<file path="config.mk">
export PLATFORM = sky130hd
export DESIGN_NAME = hazard_ctrl
export DESIGN_NICKNAME = d
export VERILOG_FILES = /design/src/rtl/hazard_ctrl.sv
export SDC_FILE = /design/constraint.sdc
export NUM_CORES = 1
export LEC_CHECK = 0
export ABC_CLOCK_PERIOD_IN_PS = 2200
export CELL_PAD_IN_SITES_DETAIL_PLACEMENT = 2
export CELL_PAD_IN_SITES_GLOBAL_PLACEMENT = 2
export CORE_UTILIZATION = 28
export CTS_BUF_LIST = sky130_fd_sc_hd__clkbuf_16
export DETAILED_ROUTE_END_ITERATION = 10
export PLACE_DENSITY_LB_ADDON = 0.08
export SLEW_MARGIN = 20
export SYNTH_ARGS = -nofsm -noshare
export SYNTH_HDL_FRONTEND = slang
export SYNTH_SLANG_ARGS = --single-unit
</file>
<file path="constraint.sdc">
create_clock -name clk -period 2.2 [get_ports clk]
set_clock_uncertainty 0.15 [all_clocks]
set_input_delay 0.44 -clock clk [delete_from_list [all_inputs] [get_ports clk]]
set_output_delay 0.44 -clock clk [all_outputs]
set_load 0.01 [all_outputs]
</file>
<file path="src/rtl/hazard_ctrl.sv">
// Pipeline hazard and sequencing controller: load-use, redirects,
// data-memory waits and interrupt entry/exit for the 5-stage CPU.
module hazard_ctrl #(
    parameter int DRAIN_CYCLES = 2,
    parameter int MEM_TIMEOUT  = 255
) (
    input  logic       clk,
    input  logic       rst,
    input  logic [3:0] id_rs1,
    input  logic [3:0] id_rs2,
    input  logic       id_uses_rs1,
    input  logic       id_uses_rs2,
    input  logic [3:0] ex_reg_dst,
    input  logic       ex_mem_rd,
    input  logic       ex_reg_wr,
    input  logic       branch_taken,
    input  logic       returni_ex,
    input  logic       mem_req,
    input  logic       mem_ack,
    input  logic       irq,
    output logic       pc_stall,
    output logic       if_id_stall,
    output logic       if_id_flush,
    output logic       id_ex_stall,
    output logic       id_ex_flush,
    output logic       ex_mem_stall,
    output logic       int_inject,
    output logic       int_ack,
    output logic       mem_err
);

    typedef enum logic [1:0] {RUN, DRAIN, ENTER, ISR} state_t;

    localparam logic [7:0] DRAIN_INIT = 8'(DRAIN_CYCLES - 1);
    localparam logic [7:0] TIMEOUT    = 8'(MEM_TIMEOUT);
    localparam logic [7:0] TIMEOUT_M1 = 8'(MEM_TIMEOUT - 1);

    state_t     state, state_nxt;
    logic [7:0] drain_cnt, drain_nxt;
    logic [7:0] wait_cnt;
    logic       int_en, int_en_nxt;
    logic       mem_wait, load_use, redirect;
    logic       rs1_hit, rs2_hit;

    assign mem_wait = mem_req & ~mem_ack;
    assign rs1_hit  = id_uses_rs1 & (id_rs1 == ex_reg_dst);
    assign rs2_hit  = id_uses_rs2 & (id_rs2 == ex_reg_dst);
    assign load_use = ex_mem_rd & ex_reg_wr & (ex_reg_dst != 4'd0)
                    & (rs1_hit | rs2_hit);
    assign redirect = branch_taken | (returni_ex & (state == ISR));

    // Fires once, on the wait cycle whose increment reaches the limit.
    assign mem_err = mem_wait & (wait_cnt == TIMEOUT_M1);

    always_comb begin
        state_nxt    = state;
        drain_nxt    = drain_cnt;
        int_en_nxt   = int_en;
        pc_stall     = 1'b0;
        if_id_stall  = 1'b0;
        if_id_flush  = 1'b0;
        id_ex_stall  = 1'b0;
        id_ex_flush  = 1'b0;
        ex_mem_stall = 1'b0;
        int_inject   = 1'b0;
        int_ack      = 1'b0;
        if (mem_wait) begin
            pc_stall     = 1'b1;
            if_id_stall  = 1'b1;
            id_ex_stall  = 1'b1;
            ex_mem_stall = 1'b1;
        end else if (redirect | returni_ex) begin
            // A returni outside ISR is still a plain redirect.
            if_id_flush = 1'b1;
            id_ex_flush = 1'b1;
            if (returni_ex) begin
                int_en_nxt = 1'b1;
                if (state == ISR) state_nxt = RUN;
            end
        end else if (load_use) begin
            pc_stall    = 1'b1;
            if_id_stall = 1'b1;
            id_ex_flush = 1'b1;
        end else begin
            unique case (state)
                RUN: begin
                    if (irq & int_en) begin
                        state_nxt = DRAIN;
                        drain_nxt = DRAIN_INIT;
                    end
                end
                DRAIN: begin
                    pc_stall    = 1'b1;
                    if_id_flush = 1'b1;
                    if (drain_cnt == 8'd0) state_nxt = ENTER;
                    else drain_nxt = drain_cnt - 8'd1;
                end
                ENTER: begin
                    pc_stall    = 1'b1;
                    if_id_flush = 1'b1;
                    int_inject  = 1'b1;
                    int_ack     = 1'b1;
                    int_en_nxt  = 1'b0;
                    state_nxt   = ISR;
                end
                ISR: ;
            endcase
        end
    end

    always_ff @(posedge clk) begin
        if (rst) begin
            state     <= RUN;
            drain_cnt <= 8'd0;
            int_en    <= 1'b1;
        end else begin
            state     <= state_nxt;
            drain_cnt <= drain_nxt;
            int_en    <= int_en_nxt;
        end
    end

    always_ff @(posedge clk) begin
        if (rst || !mem_wait) wait_cnt <= 8'd0;
        else if (wait_cnt != TIMEOUT) wait_cnt <= wait_cnt + 8'd1;
    end

endmodule

</file>
# [Word level (Yosys, flattened, before mapping)]
# Index checks and enable logic that the tools add are counted.
[word_totals] n_memories=0 reg_bits=19 ram_bits=0 latch_bits=0 output_inout_bits=9 mem_bits_ro=0
[op_classes] div_mod_pow=0 n_mul=0 magnitude_cmp=0 n_reduce_logical=12 eq_ne=14 bitwise=16 muxes=31 add_sub_neg=2 shift=0
[op_table] op="2-to-1 mux 1 bit" count=21
[op_table] op="2-to-1 mux 8 bit" count=2
[op_table] op="case mux 8 bit (2 select lines)" count=1
[op_table] op="2-to-1 mux 2 bit" count=6
[op_table] op="AND 1 bit" count=9
[op_table] op="adder 8 x 1 -> 8 bit, second input constant" count=1
[op_table] op="== test 4 bit" count=2
[op_table] op="== test 8 bit, second input constant" count=1
[op_table] op="logical NOT 8 bit" count=1
[op_table] op="!= test 2 bit, second input constant" count=4
[op_table] op="!= test 8 bit, second input constant" count=1
[op_table] op="nonzero test 4 bit" count=2
[op_table] op="subtractor 8 x 1 -> 8 bit, second input constant" count=1
[op_table] op="AND reduction 7 bit" count=1
[op_table] op="!= test 3 bit, second input constant" count=2
[op_table] op="case mux 2 bit (3 select lines)" count=1
[op_table] op="AND reduction 6 bit" count=1
[op_table] op="== test 2 bit, second input constant" count=2
[op_table] op="inverter 1 bit" count=4
[op_table] op="AND reduction 4 bit" count=1
[op_table] op="nonzero test 2 bit" count=2
[op_table] op="bitwise OR 1 bit" count=3
[op_table] op="== test 2 x 1 -> 1 bit, second input constant" count=1
[op_table] op="logical NOT 2 bit" count=1
[op_table] op="4 further kinds" count=4

# [Longest topological paths before layout]
[logic_depth] ltp_word=7 ltp_mapped=8 ltp_nobuf=8

# [Least setup slack after synthesis]
# OpenSTA, ideal clock, no wires.
[synth_path] path_type="input port to output port" startpoint="input port ex_reg_dst[1]" endpoint="output port int_inject" path_stages=7 t_required_ns=1.610 slack_ns=0.084 arrival_time_ns=1.526 path_buffers=1 path_cell_list="nor4_1 > nor2_1 > nand4_1 > nand2_2 > nand2b_1 > nor2_1 > buf_4"
[synth_between] elab_chain_len=7
[synth_lines] element="from (decl)" line_no="13" source="input logic [3:0] ex_reg_dst,"
[synth_lines] element="== test 4 bit, on equally long branches" line_no="46, 47"
[synth_lines] element="AND 1 bit, on equally long branches" line_no="46, 47"
[synth_lines] element="bitwise OR 1 bit" line_no="49" source="& (rs1_hit | rs2_hit);"
[synth_lines] element="AND 1 bit (*)" line_no="49"
[synth_lines] element="2-to-1 mux 1 bit (*) (3 in a row)"
[synth_lines] element="to (decl)" line_no="27" source="output logic int_inject,"
# Every way passes the cells marked *; elsewhere a longest branch is shown, timed or not.

# [Worst setup path in the final report]
[layout_path] startpoint="input port ex_reg_dst[2]" endpoint="output port id_ex_flush"
[layout_between] elab_chain_len=7
[layout_lines] element="== test 4 bit, on equally long branches" line_no="46, 47"
[layout_lines] element="AND 1 bit, on equally long branches" line_no="46, 47"
[layout_lines] element="bitwise OR 1 bit" line_no="49"
[layout_lines] element="AND 1 bit (*)" line_no="49"
[layout_lines] element="2-to-1 mux 1 bit (*)" line_no="80" source="end else if (load_use) begin"
[layout_lines] element="2-to-1 mux 1 bit (*)" line_no="72" source="end else if (redirect | returni_ex) begin"
[layout_lines] element="2-to-1 mux 1 bit (*)" line_no="67" source="if (mem_wait) begin"
[layout_lines] element="to (decl)" line_no="25" source="output logic id_ex_flush,"
# Marked as above.

==> flow_metrics.env <==
export IMPL_cp_data_arrival_time_ns=1.57
export IMPL_hold_start="drain_cnt[6]"
export IMPL_reg2reg_slack_ns=0.14
export IMPL_final_core_util=0.4516
export IMPL_avgViaCountPerCell=5.341
export IMPL_cts_num_sinks=19
export IMPL_period_minus_slack_ns=2.157
export IMPL_critPathSlowestCell="nor3_2"
export IMPL_yosys_most_used_dff="dfxtp_1"
export IMPL_ys_warnings_count=0
export IMPL_hold_path_cell_count=2
export IMPL_drc=0
export IMPL_coreArea_um2=4444
export IMPL_area_growth_pct=52.47
export IMPL_final_cell_mix="25 x buf_4, 19 x dfxtp_1, 14 x nand2_1"
export IMPL_avgSynthCellArea_um2=8.278
export IMPL_netlist_area_um2=1316
export IMPL_r2r_start="drain_cnt[0]"
export IMPL_grt_pass1_vias=1669
export IMPL_io_pins=32
export IMPL_port_buffers=31
export IMPL_synthCells=159
export IMPL_clock_path_buffers=2
export IMPL_die_h_um=70.57
export IMPL_hold_path_class="flop to flop"
export IMPL_hold_path_end="drain_cnt[6]"
export IMPL_path_cells="buf_4 > xor2_2 > nor3_2 > nand4_1 > nand2_2 > nand2b_4 > and2_4 > buf_6"
export IMPL_worst_pin_slew_ns=0.2935
export IMPL_drt_wl_total_um=4837
export IMPL_rsz0062_at_grt="true"
export IMPL_synth_edf_count=0
export IMPL_yosysSeqAreaShare=0.2890
export IMPL_gp_congestion=0.7996
export IMPL_initial_core_util=0.2962
export IMPL_async_flop_share=0
export IMPL_max_freq_ghz=0.4636
export IMPL_wl_per_cell_um=18.12
export IMPL_drt_antenna_violating_nets=0
export IMPL_grt_overflow=0
export IMPL_slowest_delay_ns=0.18
export IMPL_dp_hpwl_um=3778
export IMPL_antenna_cells=0
export IMPL_max_vdd_ir_drop_mv=0.2688
export IMPL_power_mw=0.9255
export IMPL_final_nets=247
export IMPL_end_kind="output port"
export IMPL_syn_nets=190
export IMPL_fp_dieW_um=70.57
export IMPL_nFillCells=488
export IMPL_first_pass_iters=4
export IMPL_yosysUniqueCellTypes=46
export IMPL_timing_worst_setup_path_type="primary input to output port"
export IMPL_die_area_um2=4979
export IMPL_vias=1426
export IMPL_drive_above_1_share=0.3535
export IMPL_drt_initial_drc_count=33
export IMPL_cts_root_buf="clkbuf_16"
export IMPL_yosys_register_bits=19
export IMPL_grt_util_all_layers=0.2101
export IMPL_leakage_nw=0.8290
export IMPL_path_buf_inv=2
export IMPL_hold_viol=0
export IMPL_timing_rr_end="drain_cnt[5]"
export IMPL_crit_path_max_fanout=4
export IMPL_outcome="completed"
export IMPL_grt_pass1_wl_um=8142
export IMPL_period_share=0.9804
export IMPL_maxCapViolations=0
export IMPL_grt_max_degree=15
export IMPL_antenna_found_initial=0
export IMPL_cts_tree="yes"
export IMPL_clk_latency_ns=0.26
export IMPL_cts_buffers_inserted=3
export IMPL_startpoint="ex_reg_dst[2]"
export IMPL_required_ns=1.61
export IMPL_critPathLaunchType="primary input"
export IMPL_p_per_area_nw_per_um2=461.2
export IMPL_h_tree_depth=1
export IMPL_final_common_cell="buf_4"
export IMPL_slew_headroom=0.8019
export IMPL_clkTransAtPathRegs_ns=0.06
export IMPL_setup_viol=0
export IMPL_critPathTopFamily="simple AND/OR/NAND/NOR gates"
export IMPL_rows=24
export IMPL_worstRegToRegCells=7
export IMPL_slew_viol_final=0
-- worst min-delay path, stage by stage, from the launching register on --
cell and delay, ns:
dfxtp_1 0.31, o31ai_1 0.06, a21oi_1 0.05
-- registers in the layout, summed over array words and instances (netlist names) --
register	count
drain_cnt	8
wait_cnt	8
state	2
int_en	1
-- timing repair --
action,in CTS,in global routing
hold buffers,0,0
setup buffers,2,1
setup endpoints to repair,20,12
pin swaps,14,13
gates resized for setup,86,22
-- synthesized netlist by cell type (2+ instances only) --
cell       n  area, um^2
o21ai_0    4       20.02
xnor2_1    4       35.03
inv_1      9       33.78
dfxtp_1   19       380.4
o211ai_1   2       15.01
nand3_1    7       35.03
ha_1       8       100.1
or2_2      4       25.02
xor2_1     7       61.31
o22ai_1    3       18.77
or4_1      2       15.01
nor2_1    11       41.29
buf_4      2       15.01
and2_1     2       12.51
clkbuf_1   2       7.510
nand2b_1   5       31.28
o311ai_0   2       17.52
o31ai_1    4       30.03
nor3_1     7       35.03
a21oi_1    8       40.04
nand2_1   14       52.55
nand4_1    6       37.54
a31oi_1    2       12.51
o21a_1     2       15.01
a211oi_1   2       15.01
-- kinds of logic after synthesis --
family	after synthesis	synth area share
and+or+nand+nor	67	0.2738
AOI/OAI and AO/OA	38	0.2281
DFF	19	0.2890
buffers and inverters	16	0.05988
xor gates and xnor gates	11	0.07319
adders and majority gates	8	0.07605
-- layout make-up --
cell class                      instances  area (um^2)  share of cell area
Timing Repair Buffer                   58        480.5              0.2394
Clock buffer                            3        75.07             0.03741
Clock inverter                          1        5.005            0.002494
Tap cell                               52        65.06             0.03242
Multi-Input combinational cell        124        960.9              0.4788
Inverter                               10        40.04             0.01995
Sequential cell                        19        380.4              0.1895
-- stage by stage --
step	std cells	setup slack [ns]	hold slack [ns]	cell area (um^2)	TNS, ns
CTS	266	0.002248	0.3340	1934	0
floorplan	159	0.08428	0.2811	1316	0
global placement	260	-0.7380	0.2924	1833	-8.298
finish	267	0.04305	0.3250	2007	0
detailed placement	260	-0.9537	0.3250	1833	-10.92
global route	267	-0.02819	0.3521	2007	-0.03807
-- how the worst max path moves through the flow --
| stage | to | slack, ns | depth (start not counted) |
|---|---|---|---|
| 3_5_place_dp | int_ack | -0.95 | 8 |
| 4_1_cts | id_ex_flush | 0.002 | 8 |
| 3_3_place_gp | int_ack | -0.74 | 8 |
| 6_report | id_ex_flush | 0.04 | 8 |
| 2_1_floorplan | int_inject | 0.08 | 7 |
| 5_1_grt | id_ex_flush | -0.03 | 8 |
-- layer usage --
layer,part of all wire,track usage
met1,0.40,0.2256
met2,0.56,0.4186
met3,0.030,0.03846
met4,0.013,0.05556
met5,0,0
-- power breakdown --
group / switching [mW] / internal, mW / total [mW]
registers: 0.00320 / 0.346 / 0.350
clock network: 0.153 / 0.245 / 0.398
logic: 0.0869 / 0.0910 / 0.178
total: 0.244 / 0.682 / 0.925
Note: power is estimated with default switching activity, not from simulation.
